<file path="config.mk">
export PLATFORM = sky130hd
export DESIGN_NAME = nin_gate_sweeper
export DESIGN_NICKNAME = d
export VERILOG_FILES = /design/src/rtl/nin_gate_sweeper.sv
export SDC_FILE = /design/constraint.sdc
export NUM_CORES = 1
export LEC_CHECK = 0
export CORE_ASPECT_RATIO = 2
export CORE_MARGIN = 2
export CORE_UTILIZATION = 47
export CTS_BUF_LIST = sky130_fd_sc_hd__clkbuf_16
export CTS_CLUSTER_SIZE = 14
export DETAILED_ROUTE_END_ITERATION = 12
export PLACE_DENSITY = 0.74
export SETUP_SLACK_MARGIN = 0.1
export SYNTH_ARGS = -nofsm -noshare
export SYNTH_HDL_FRONTEND = slang
export SYNTH_SLANG_ARGS = --single-unit
</file>
<file path="constraint.sdc">
create_clock -name clk -period 5.35 [get_ports clk]
set_input_delay 1.07 -clock clk [delete_from_list [all_inputs] [get_ports clk]]
set_output_delay 1.07 -clock clk [all_outputs]
set_load 0.05 [all_outputs]
</file>
<file path="src/rtl/nin_gate_sweeper.sv">
// N-input reduction gate with an exhaustive sweep engine that captures the truth table.
// Outside a sweep it behaves as a registered gate on ext_in.
module nin_gate_sweeper #(
  parameter int N           = 3,
  parameter int STEP_CYCLES = 1
) (
  input  logic              clk,
  input  logic              rst_n,
  input  logic              start,
  input  logic              abort,
  input  logic [2:0]        mode,
  input  logic              ext_en,
  input  logic [N-1:0]      ext_in,
  output logic              busy,
  output logic              done,
  output logic [N-1:0]      pattern,
  output logic              gate_out,
  output logic [2**N-1:0]   truth_table,
  output logic [N:0]        ones_count
);

  // state   | meaning
  // IDLE    | registered gate on ext_in, waiting for start
  // RUN     | stepping pattern through all 2^N combinations
  // DONE    | one-cycle completion pulse
  localparam logic [1:0] ST_IDLE = 2'd0;
  localparam logic [1:0] ST_RUN  = 2'd1;
  localparam logic [1:0] ST_DONE = 2'd2;

  localparam int HW = (STEP_CYCLES > 1) ? $clog2(STEP_CYCLES) : 1;

  logic [1:0]    state_q;
  logic [2:0]    mode_q;
  logic [HW-1:0] hold_q;
  logic          f_ext;
  logic          f_pat;
  logic          hold_last;
  logic          pat_last;

  function automatic logic gate_f(input logic [2:0] m, input logic [N-1:0] x);
    logic r;
    case (m)
      3'b000:  r = &x;
      3'b001:  r = ~&x;
      3'b010:  r = |x;
      3'b011:  r = ~|x;
      3'b100:  r = ^x;
      3'b101:  r = ~^x;
      default: r = 1'b0;
    endcase
    return r;
  endfunction

  always_comb begin
    f_ext     = gate_f(mode, ext_in);
    f_pat     = gate_f(mode_q, pattern);
    hold_last = (hold_q == HW'(STEP_CYCLES - 1));
    pat_last  = &pattern;
  end

  assign busy = (state_q == ST_RUN);
  assign done = (state_q == ST_DONE);

  always_ff @(posedge clk or negedge rst_n) begin
    if (!rst_n) begin
      state_q     <= ST_IDLE;
      mode_q      <= 3'b000;
      hold_q      <= '0;
      pattern     <= '0;
      gate_out    <= 1'b0;
      truth_table <= '0;
      ones_count  <= '0;
    end else begin
      case (state_q)
        ST_IDLE: begin
          if (ext_en)
            gate_out <= f_ext;
          if (start && !abort) begin
            state_q     <= ST_RUN;
            mode_q      <= mode;
            pattern     <= '0;
            truth_table <= '0;
            ones_count  <= '0;
            hold_q      <= '0;
          end
        end
        ST_RUN: begin
          gate_out <= f_pat;
          if (abort) begin
            // pattern holds on abort; only the final write is allowed to land
            state_q <= ST_IDLE;
            if (hold_last && pat_last) begin
              truth_table[pattern] <= f_pat;
              ones_count           <= ones_count + (N+1)'(f_pat);
            end
          end else if (hold_last) begin
            hold_q               <= '0;
            truth_table[pattern] <= f_pat;
            ones_count           <= ones_count + (N+1)'(f_pat);
            pattern              <= pattern + N'(1);
            if (pat_last)
              state_q <= ST_DONE;
          end else begin
            hold_q <= hold_q + HW'(1);
          end
        end
        ST_DONE: state_q <= ST_IDLE;
        default: state_q <= ST_IDLE;
      endcase
    end
  end

endmodule

</file>
==> flow_metrics.env <==
export IMPL_cts_num_sinks=21
export IMPL_first_pass_iters=4
export IMPL_syn_inst=139
export IMPL_worst_setup_path_start_kind="register"
export IMPL_netlist_top_cells_area="dfrtp_1, ha_1, nand2_1"
export IMPL_fp_row_count=26
export IMPL_crit_fanout=21
export IMPL_switchingPower_mw=0.240
export IMPL_regToRegStartpoint="pattern[0]"
export IMPL_grt_max_degree=22
export IMPL_rsz0062_at_grt="false"
export IMPL_fmax_mhz=300
export IMPL_power_density_nw_per_um2=377
export IMPL_grt_first_pass_wirelength_um=5250
export IMPL_numCtsBuffers=3
export IMPL_reg2regPathDepth=11
export IMPL_nets=184
export IMPL_fillCellCount=219
export IMPL_hold_viol_final=0
export IMPL_fin_cells=193
export IMPL_fin_skew_ns=0.00144
export IMPL_yosysMostFrequentCell="dfrtp_1"
export IMPL_min_period_ns=3.34
export IMPL_antenna_found_initial=0
export IMPL_avgSynthCellArea_um2=9.20
export IMPL_async_flop_share_pct=100
export IMPL_p_leak_nw=0.698
export IMPL_cts_tree="yes"
export IMPL_crit_path_end="busy"
export IMPL_intPower_mw=0.379
export IMPL_slew_headroom_pct=37.4
export IMPL_viasPerCell=6.01
export IMPL_die_w_um=40.9
export IMPL_synth_top_flop_cell="dfrtp_1"
export IMPL_yosysTopAreaCell="dfrtp_1"
export IMPL_ys_ff_latch=21
export IMPL_ys_seq_area_share_pct=41.1
export IMPL_synth_warnings=0
export IMPL_cp_required_ns=4.28
export IMPL_synthesis_nets=157
export IMPL_critical_path_class="reg -> out"
export IMPL_switching_share_pct=38.7
export IMPL_drv_cap=0
export IMPL_clockRootBuffer="clkbuf_16"
export IMPL_path_cells="nand2b_1 > clkinv_1 > clkdlybuf4s50_1"
export IMPL_vias=1160
export IMPL_drt_wl_total_um=3100
export IMPL_synth_area_um2=1280
export IMPL_drc=0
export IMPL_dp_cells=189
export IMPL_io_buffers=28
export IMPL_cts_hold_buf=0
export IMPL_post_cts_buffers=0
export IMPL_clkPwrFrac_pct=25.5
export IMPL_worstMarginPinSlew_ns=0.936
export IMPL_clkLatencyLatePin_ns=0.25
export IMPL_drive_above_1_share_pct=6.06
export IMPL_critPathMaxStageDelay_ns=0.79
export IMPL_grt_usage_pct=23.2
export IMPL_initial_core_util_pct=49.8
export IMPL_synth_edf_count=0
export IMPL_r2r_slack_ns=2.33
export IMPL_ys_types=38
export IMPL_grt_pass1_vias=1243
export IMPL_comb_power_share_pct=40.0
export IMPL_dieArea_um2=3180
export IMPL_utilization_pct=63.9
export IMPL_ir_drop_mv=0.295
export IMPL_synthTopCellsByCount="dfrtp_1, nand2_1, nor2_1"
export IMPL_crit_path_end_kind="output pin"
export IMPL_area_growth_pct=28.4
export IMPL_holdCritPathClass="reg -> reg"
export IMPL_chipHeight_um=77.8
export IMPL_startpoint="state_q[1]"
export IMPL_power_frac_seq_pct=34.5
export IMPL_setup_viol_count_final=0
export IMPL_cts_buffer_depth=2
export IMPL_cts_resized=0
export IMPL_post_drt_wl_per_cell_um=16.1
export IMPL_final_antenna_net_count=0
export IMPL_path_clk_slew_ns=0.06
export IMPL_htreeDepth=1
export IMPL_gr_total_overflow=0
export IMPL_ios=29
export IMPL_fin_tns_setup_ns=0
export IMPL_slew_violations=0
export IMPL_hpwlAfterDp_um=2370
export IMPL_run_status="completed"
export IMPL_r2r_end="ones_count[2]"
export IMPL_place_gp_congestion=0.845
export IMPL_cp_slowest_cell="clkdlybuf4s50_1"
export IMPL_drt_iter0_drc=51
export IMPL_n_antenna_cell=0
export IMPL_yosysTopAreaCellShare_pct=41.1
export IMPL_fin_crit_sh_pct=62.4
export IMPL_worst_ep_arrival_time_ns=2.27
export IMPL_coreArea_um2=2570
-- metrics by stage --
stage                     hold WS, ns  power (mW)  setup WS, ns  cell area, um2
final                           0.529       0.619          2.01            1640
after global routing            0.568       0.652          1.92            1640
after CTS                       0.532       0.622          2.05            1640
after detailed placement        0.520       0.463          2.33            1560
after global placement          0.520       0.458          2.41            1560
after floorplan                 0.487       0.387          2.44            1280
-- metal layers --
layer | vias up | global-route usage (%) | share of wire (%)
met5 | - | 0 | 0
met4 | 0 | 13.7 | 3.6
met3 | 11 | 4.00 | 4.6
met2 | 38 | 39.2 | 56
met1 | 558 | 23.7 | 36
li1 | 553 | - | -
-- sequential cells by signal, indices dropped and copies added (netlist names) --
name	flops
state_q	2
gate_out	1
pattern	3
ones_count	4
mode_q	3
truth_table	8
-- layout make-up --
cell class	count	area, um2	area share [%]
multi-input combinational	104	691	42.1
sequential	21	526	32.0
timing repair buffer	28	280	17.1
clock buffer	3	75.1	4.57
tap	28	35.0	2.13
inverter	8	30.0	1.83
clock inverter	1	5.00	0.305
-- cell families (layout without fill, tap and decap cells) --
kind of cell / after synthesis / after routing / share of synthesized area (%)
adder cells (fa/ha/maj): 7 / 7 / 6.85
buffers and inverters: 14 / 40 / 4.89
AO/OA/AOI/OAI: 31 / 31 / 17.3
flip-flops: 21 / 21 / 41.1
XOR/XNOR: 2 / 2 / 3.52
AND/OR/NAND/NOR: 64 / 64 / 26.3
-- power by group through the flow --
stage	combinational, mW	sequential (mW)	clock, mW
4_1_cts	0.248	0.214	0.160
5_1_grt	0.267	0.218	0.167
3_3_place_gp	0.243	0.214	0
2_1_floorplan	0.120	0.267	0
6_report	0.248	0.213	0.158
3_5_place_dp	0.247	0.216	0
-- layout by cell type, fill, tap and decap left out, types with 3 or more instances in the layout --
cell / count
o31ai_1: 4
a21oi_1: 3
o21ai_0: 5
nor2b_1: 3
o22ai_1: 7
nand2_1: 20
and2_1: 3
nand2b_1: 5
nand3_1: 6
nor2_1: 10
ha_1: 7
clkbuf_16: 3
dfrtp_1: 21
nor4_1: 7
clkdlybuf4s50_1: 28
inv_1: 7
-- worst max-delay path: cells and delay by family, from the launching register on --
family                 cells  cell delay [ns]
AND/OR/NAND/NOR            1             0.24
flip-flops                 1             0.73
buffers and inverters      2             1.05
-- worst min path at each step --
stage | startpoint | end | slack (ns) | depth (start not counted)
6_report | truth_table[7] | truth_table[7] | 0.53 | 2
2_1_floorplan | mode_q[0] | mode_q[0] | 0.49 | 2
5_1_grt | truth_table[6] | truth_table[6] | 0.57 | 2
3_5_place_dp | truth_table[7] | truth_table[7] | 0.52 | 2
4_1_cts | truth_table[6] | truth_table[6] | 0.53 | 2
3_3_place_gp | truth_table[7] | truth_table[7] | 0.52 | 2
Note: power is estimated with default switching activity, not from simulation.
